[config.mk]
export PLATFORM = sky130hd
export DESIGN_NAME = game_sequencer
export DESIGN_NICKNAME = d
export VERILOG_FILES = /design/src/rtl/game_sequencer.sv
export SDC_FILE = /design/constraint.sdc
export NUM_CORES = 1
export LEC_CHECK = 0
export ABC_AREA = 1
export CAP_MARGIN = 20
export CORE_MARGIN = 2
export CORE_UTILIZATION = 36
export CTS_BUF_LIST = sky130_fd_sc_hd__clkbuf_2 sky130_fd_sc_hd__clkbuf_4 sky130_fd_sc_hd__clkbuf_8
export DETAILED_ROUTE_END_ITERATION = 8
export DONT_BUFFER_PORTS = 1
export PLACE_DENSITY = 0.6
export REMOVE_ABC_BUFFERS = 1
export SLEW_MARGIN = 20
export SYNTH_ARGS = -nofsm -noshare
export SYNTH_HDL_FRONTEND = slang
export SYNTH_SLANG_ARGS = --single-unit
export TNS_END_PERCENT = 20
[constraint.sdc]
create_clock -name clk -period 2.54 [get_ports clk]
set_input_delay 0.254 -clock clk [delete_from_list [all_inputs] [get_ports clk]]
set_output_delay 0.254 -clock clk [all_outputs]
set_load 0.03 [all_outputs]
[src/rtl/game_sequencer.sv]
// game_sequencer: attract / play / result controller for the chord game.
// Issues target chords, scores key hits, runs game and result timers.
module game_sequencer #(
   parameter int TICKS_PER_SEC  = 50_000_000,
   parameter int GAME_SECONDS   = 30,
   parameter int RESULT_SECONDS = 5,
   parameter int BLINK_TICKS    = 12_500_000
) (
   input  logic        clk,
   input  logic        rst_n,
   input  logic        start,
   input  logic [11:0] keys,
   input  logic [31:0] random,
   output logic [1:0]  disp_state,
   output logic [11:0] chord,
   output logic [31:0] time_or_score,
   output logic        blin_tick,
   output logic [13:0] score
);

   localparam int TW = (TICKS_PER_SEC > 1) ? $clog2(TICKS_PER_SEC) : 1;
   localparam int BW = $clog2(BLINK_TICKS);

   localparam logic [TW-1:0] TICK_MAX  = TW'(TICKS_PER_SEC - 1);
   localparam logic [BW-1:0] BLINK_MAX = BW'(BLINK_TICKS - 1);
   localparam logic [6:0]    GAME_S    = 7'(GAME_SECONDS);
   localparam logic [6:0]    RES_MAX   = 7'(RESULT_SECONDS - 1);
   localparam logic [13:0]   SCORE_MAX = 14'd9999;

   typedef enum logic [1:0] {
      S_IDLE   = 2'd0,
      S_PLAY   = 2'd1,
      S_RESULT = 2'd2,
      S_BAD    = 2'd3
   } state_t;

   state_t          r_state;
   state_t          w_state;
   logic            r_start_q;
   logic [BW-1:0]   r_blink_cnt;
   logic [BW-1:0]   w_blink_cnt;
   logic            r_blin;
   logic            w_blin;
   logic [TW-1:0]   r_tick_cnt;
   logic [TW-1:0]   w_tick_cnt;
   logic [6:0]      r_timer;
   logic [6:0]      w_timer;
   logic [6:0]      r_res_sec;
   logic [6:0]      w_res_sec;
   logic [13:0]     r_score;
   logic [13:0]     w_score;
   logic            r_armed;
   logic            w_armed;
   logic [11:0]     r_chord;
   logic [11:0]     w_chord;
   logic [31:0]     r_tos;
   logic [31:0]     w_tos;

   logic            w_start_edge;
   logic            w_launch;
   logic            w_tick_wrap;
   logic            w_blink_wrap;
   logic            w_hit;
   logic [11:0]     w_new_chord;
   logic [13:0]     w_score_inc;
   logic            w_unused_rand;

   // The upper random bits belong to the display stage only.
   assign w_unused_rand = ^random[31:12];

   assign w_start_edge = start & ~r_start_q;
   assign w_tick_wrap  = (r_tick_cnt == TICK_MAX);
   assign w_blink_wrap = (r_blink_cnt == BLINK_MAX);
   assign w_hit        = r_armed & (keys == r_chord);
   assign w_new_chord  = (random[11:0] == 12'h000) ? 12'h001 : random[11:0];
   assign w_score_inc  = (r_score == SCORE_MAX) ? r_score : r_score + 14'd1;

   assign disp_state    = r_state;
   assign chord         = r_chord;
   assign time_or_score = r_tos;
   assign blin_tick     = r_blin;
   assign score         = r_score;

   // State register; a start button held through reset reads as old.
   always_ff @(posedge clk or negedge rst_n) begin
      if (!rst_n) begin
         r_state   <= S_IDLE;
         r_start_q <= 1'b1;
      end else begin
         r_state   <= w_state;
         r_start_q <= start;
      end
   end

   // Datapath registers: counters, score, chord and display outputs.
   always_ff @(posedge clk or negedge rst_n) begin
      if (!rst_n) begin
         r_blink_cnt <= '0;
         r_blin      <= 1'b0;
         r_tick_cnt  <= '0;
         r_timer     <= '0;
         r_res_sec   <= '0;
         r_score     <= '0;
         r_armed     <= 1'b1;
         r_chord     <= '0;
         r_tos       <= '0;
      end else begin
         r_blink_cnt <= w_blink_cnt;
         r_blin      <= w_blin;
         r_tick_cnt  <= w_tick_cnt;
         r_timer     <= w_timer;
         r_res_sec   <= w_res_sec;
         r_score     <= w_score;
         r_armed     <= w_armed;
         r_chord     <= w_chord;
         r_tos       <= w_tos;
      end
   end

   // Next-state and next-output logic for all three game modes.
   always_comb begin
      w_state     = r_state;
      w_blink_cnt = '0;
      w_blin      = 1'b0;
      w_tick_cnt  = r_tick_cnt;
      w_timer     = r_timer;
      w_res_sec   = r_res_sec;
      w_score     = r_score;
      w_armed     = r_armed;
      w_chord     = r_chord;
      w_tos       = r_tos;
      w_launch    = 1'b0;

      unique case (r_state)
         S_IDLE: begin
            w_blink_cnt = w_blink_wrap ? '0 : r_blink_cnt + 1'b1;
            w_blin      = w_blink_wrap;
            w_chord     = '0;
            w_tos       = '0;
            w_launch    = w_start_edge;
         end
         S_PLAY: begin
            w_tick_cnt = w_tick_wrap ? '0 : r_tick_cnt + 1'b1;
            if (w_hit) begin
               w_score = w_score_inc;
               w_armed = 1'b0;
               w_chord = w_new_chord;
            end else if (!r_armed && keys == 12'h000) begin
               w_armed = 1'b1;
            end
            if (w_tick_wrap && r_timer > 7'd1) begin
               w_timer = r_timer - 7'd1;
            end else if (w_tick_wrap) begin
               w_timer   = '0;
               w_res_sec = '0;
               w_chord   = '0;
               w_state   = S_RESULT;
            end
            if (w_state == S_RESULT) begin
               w_tos = {18'd0, w_score};
            end else begin
               w_tos = {25'd0, w_timer};
            end
         end
         S_RESULT: begin
            w_chord    = '0;
            w_tos      = {18'd0, r_score};
            w_tick_cnt = w_tick_wrap ? '0 : r_tick_cnt + 1'b1;
            if (w_tick_wrap) begin
               if (r_res_sec == RES_MAX) begin
                  w_res_sec = '0;
                  w_tos     = '0;
                  w_state   = S_IDLE;
               end else begin
                  w_res_sec = r_res_sec + 7'd1;
               end
            end
            w_launch = w_start_edge;
         end
         S_BAD: begin
            w_state    = S_IDLE;
            w_tick_cnt = '0;
            w_timer    = '0;
            w_res_sec  = '0;
            w_armed    = 1'b1;
            w_chord    = '0;
            w_tos      = '0;
         end
      endcase

      // A new game wins over result expiry.
      if (w_launch) begin
         w_state     = S_PLAY;
         w_tick_cnt  = '0;
         w_timer     = GAME_S;
         w_res_sec   = '0;
         w_score     = '0;
         w_armed     = 1'b1;
         w_chord     = w_new_chord;
         w_tos       = {25'd0, GAME_S};
         w_blink_cnt = '0;
         w_blin      = 1'b0;
      end
   end

endmodule

==> summary.txt <==
Power
  • Maximum vdd ir drop: 0.0002234 V
  • Total power: approximately 3.0 mW
  • Standby leakage power: approximately 3.7 nW
  • Cell area power density: 384.9 nW/um^2

Critical path
  • Category of cells accounting for the largest share of critical-path delay: simple AND/OR/NAND/NOR gates
  • Cell-by-cell trace of the critical path: inv_1, nand2_1, nand2_1, nor2_1, nand2_1, nor2_2, nand2_2, inv_2, nand2_1, nand3_1, nand3_1, nand2_1
  • CP Capture Type: register
  • Worst path max stage delay: roughly 550 ps
  • Worst Path Buf+Inv: 2
  • Maximum fanout count along the critical path: 16
  • Cell occurring most often along the worst timing path: sky130_fd_sc_hd__nand2_1
  • Slack of the worst reg-to-reg path: 300 ps
  • CP Data Arrival Time: 2580 ps
  • Required time of the critical path: about 2900 ps
  • CP max-delay cell: sky130_fd_sc_hd__dfrtp_1
  • Launching element type of the critical path: register
  • Critical Setup Path Class: reg2reg

Timing
  • Slew at the pin closest to its max-slew limit: slightly above 500 ps
  • Final Setup Violations: 0
  • Min Tclk post-route: 2243 ps
  • Headroom to the max-slew limit: between 60% and 70%
  • Final worst-path cycle share: between 80 and 90%
  • PnR worst setup slack: between 200 and 300 ps
  • Number of hold violations in the final report: around 110
  • Highest Clock Rate: 445.8 MHz
  • Max-slew violation total from the final report: 0
  • Setup repair after global routing missed its margin: no
  • Worst hold slack after final layout: -457.1 ps
  • Maximum clock skew at final layout: between 20 and 25 ps

Final layout
  • Fillers: roughly 2100
  • Antenna Cells: 0
  • Share of cells above drive strength 1: under 10%
  • Footprint of the flip-flops and latches: 2730 um^2
  • Final non-filler cell total: 1307
  • Multi-input logic area: around 3700 um^2
  • Area added between synthesis and finish: 8.416%
  • Leading cell types in the layout, fill and taps excluded: sky130_fd_sc_hd__nand2_1 (253), sky130_fd_sc_hd__nor2_1 (140), sky130_fd_sc_hd__inv_1 (130), sky130_fd_sc_hd__dfrtp_1 (107), sky130_fd_sc_hd__nand3_1 (96)
  • Nets: between 1000 and 1500
  • Most frequent standard cell in the layout excluding fill and tap cells: sky130_fd_sc_hd__nand2_1

Die
  • Ports placed on the boundary: ~110
  • Starting utilization of the core area: a little over a third
  • Vert. Die Dim: between 100 and 150 um
  • Full die area: roughly 21000 um^2
  • Number of rows in the core area: 51
  • Die Width: between 100 and 150 um
  • Core ar.: between 15000 and 20000 um^2

Global route
  • Grt peak-use layer: met2
  • Met3 track utilization from global routing: 3.245%
  • Total global-route track usage: between 10% and 20%
  • Largest net degree at the start of global routing: 110
  • Met1 track demand over resource: about a quarter
  • Initial antenna violation count: 0
  • Met2 capacity usage during global routing: 28.96%
  • Wire length of the first global-routing pass: ~30000 um
  • Via count of the first global-routing pass: between 6000 and 7000
  • Remaining global-route overflow: 0

Synth
  • Post-synthesis cell type count: 43
  • Synthesis-stage register bit count: 109
  • Synth warn: 0
  • Post-Syn Area: between 7000 and 8000 um^2
  • Portion of the post-synthesis area used by sequential elements: 38.50%
  • Syn Inst Count: between 1000 and 1500
  • Mean instance size in the synthesized netlist: ~7 um^2

Clock network
  • Source-to-sink clock delay at the later pin of the worst-skew pair: approximately 410 ps
  • Clk sinks: approximately 110
  • CTS root buf: sky130_fd_sc_hd__clkbuf_8
  • Post-cts hold buffer count: 6
  • Total clock buffers created by CTS: 9
  • Level count of the clock H-tree: 3
  • Buffers inserted by post-CTS timing repair: 0
  • Maximum root-to-sink buffer count: 2
  • Clk pin slew, worst setup/hold paths: about 120 ps
  • Clock tree from TritonCTS: yes

Hold path
  • Hold WC Path Type: in2async

Placed design
  • Placed Cells incl. Taps: approximately 1300
  • Port Buffer Count: 0
  • Routability Congestion: 0.8538
  • Final HPWL from detailed placement: approximately 14000 um
  • Worst setup slack after placement: ~220 ps

Routing
  • First-pass DRT Iterations: 5
  • Number of remaining DRC errors: 0
  • Count of antenna-violating nets left after detailed routing: 0
  • Per-cell routed wire length: about 14 um
  • Vias after detailed routing: about 6500
  • Routed Wire Length: 18510 um
  • Via density per instance: 4.980
  • Violation count after the first detailed-route iteration: between 400 and 500

Status
  • Violated checks: hold timing
  • Result of the run: finished, violations left

Flow run
  • Count of maximum capacitance violations: 0
## cell usage after synthesis
library cell               number  share of area, %
sky130_fd_sc_hd__nand3_2        3              0.42
sky130_fd_sc_hd__nor2_4         4              0.64
sky130_fd_sc_hd__o21ai_0       42               3.0
sky130_fd_sc_hd__nor3b_1        5              0.53
sky130_fd_sc_hd__a22oi_1        1              0.11
sky130_fd_sc_hd__buf_8          1              0.21
sky130_fd_sc_hd__o21a_1         1              0.11
sky130_fd_sc_hd__dfstp_2        2              0.74
sky130_fd_sc_hd__nor3_1        30               2.1
sky130_fd_sc_hd__conb_1         1             0.053
sky130_fd_sc_hd__nand3_4        1              0.25
sky130_fd_sc_hd__nand3_1       96               6.8
sky130_fd_sc_hd__dfrtp_1      107                38
sky130_fd_sc_hd__buf_6          1              0.16
sky130_fd_sc_hd__o211ai_1       2              0.21
sky130_fd_sc_hd__xnor2_1        5              0.62
sky130_fd_sc_hd__nor2_2        10              0.88
sky130_fd_sc_hd__nor4_1         6              0.53
sky130_fd_sc_hd__nor3_4         1              0.23
sky130_fd_sc_hd__nor3_2         1              0.14
sky130_fd_sc_hd__ha_1          11               1.9
sky130_fd_sc_hd__nand4_1       26               2.3
sky130_fd_sc_hd__buf_4         19               2.0
sky130_fd_sc_hd__nand2_2        6              0.53
sky130_fd_sc_hd__clkinv_2       1             0.071
sky130_fd_sc_hd__inv_2          6              0.32
sky130_fd_sc_hd__o2111a_1       2              0.32
sky130_fd_sc_hd__o21ai_4        1              0.23
sky130_fd_sc_hd__nor2_1       140               7.4
sky130_fd_sc_hd__o22ai_1       15               1.3
sky130_fd_sc_hd__o21ai_2        4              0.49
sky130_fd_sc_hd__clkbuf_1      10              0.53
sky130_fd_sc_hd__buf_2          8              0.56
sky130_fd_sc_hd__and3_1         1             0.088
sky130_fd_sc_hd__inv_1        130               6.9
sky130_fd_sc_hd__nand3b_1       3              0.32
sky130_fd_sc_hd__nand2_1      254                13
sky130_fd_sc_hd__a31oi_1       12               1.1
sky130_fd_sc_hd__o21bai_1       2              0.21
sky130_fd_sc_hd__a21oi_1       25               1.8
sky130_fd_sc_hd__xor2_1        20               2.5
sky130_fd_sc_hd__nand2_4        1              0.16
sky130_fd_sc_hd__o21ai_1        2              0.14
## cells by family (layout without fill, tap and decap cells)
family / after synthesis / count (layout) / synth area share [%]
other cells: 1 / 18 / 0.05288
compound gates: 109 / 109 / 8.927
fa+ha+maj: 11 / 11 / 1.941
buf+inv: 176 / 182 / 10.74
xor+xnor: 25 / 25 / 3.088
simple gates: 588 / 588 / 36.75
flops: 109 / 109 / 38.50
## path summary, 6_finish.rpt
| kind | depth (start not counted) | startpoint | endpoint |
|---|---|---|---|
| setup / recovery | 12 | chord[5] | time_or_score[4] |
| min in group clk | 2 | random[1] | chord[1] |
| hold / removal | 0 | rst_n | r_blink_cnt[1] |
| setup reg to reg | 12 | chord[5] | time_or_score[4] |
| hold reg to reg | 1 | r_blink_cnt[0] | r_blink_cnt[0] |
| max in group asynchronous | 0 | rst_n | r_armed |
## area by class of cell
class | instances | share of cell area (%)
Clock buffer | 9 | 1.611
Clock inverter | 7 | 1.058
Inverter | 137 | 6.705
Multi-Input combinational cell | 751 | 47.78
Sequential cell | 109 | 35.51
Tap cell | 265 | 4.312
Timing Repair Buffer | 29 | 3.027
## sequential cells by signal, indices dropped and copies added (netlist names), 2 cells and up
| signal | flops |
|---|---|
| chord | 12 |
| r_timer | 7 |
| r_res_sec | 7 |
| r_blink_cnt | 24 |
| r_tick_cnt | 26 |
| disp_state | 2 |
| score | 14 |
| time_or_score | 14 |
## report_power, final
part / leakage [nW] / internal [mW] / total [mW] / switching, mW
Clock: 0.0940 / 0.468 / 1.15 / 0.682
Sequential: 1.38 / 1.74 / 1.74 / 0.000626
Combinational: 2.23 / 0.0179 / 0.0722 / 0.0543
## metal layers
layer,up-vias,part of all wire (%)
met5,-,0
met4,0,1.7
met3,20,4.0
met2,128,47
met1,3073,48
li1,3288,-
## stage by stage
step	instance area [um^2]	util (%)	hold WS [ps]	setup TNS, ps
after floorplan	6909	-	-41.59	-16740
after global placement	7413	38.22	-31.72	0
after detailed placement	7413	38.22	-32.11	0
after CTS	7679	39.58	-483.1	0
after global routing	7689	39.63	-496.1	0
final	7689	39.63	-457.1	0
## what timing repair did
item	CTS	global route
setup endpoints to repair	0	4
resized for setup	0	2
hold endpoints to repair	115	109
Note: power is estimated with default switching activity, not from simulation.
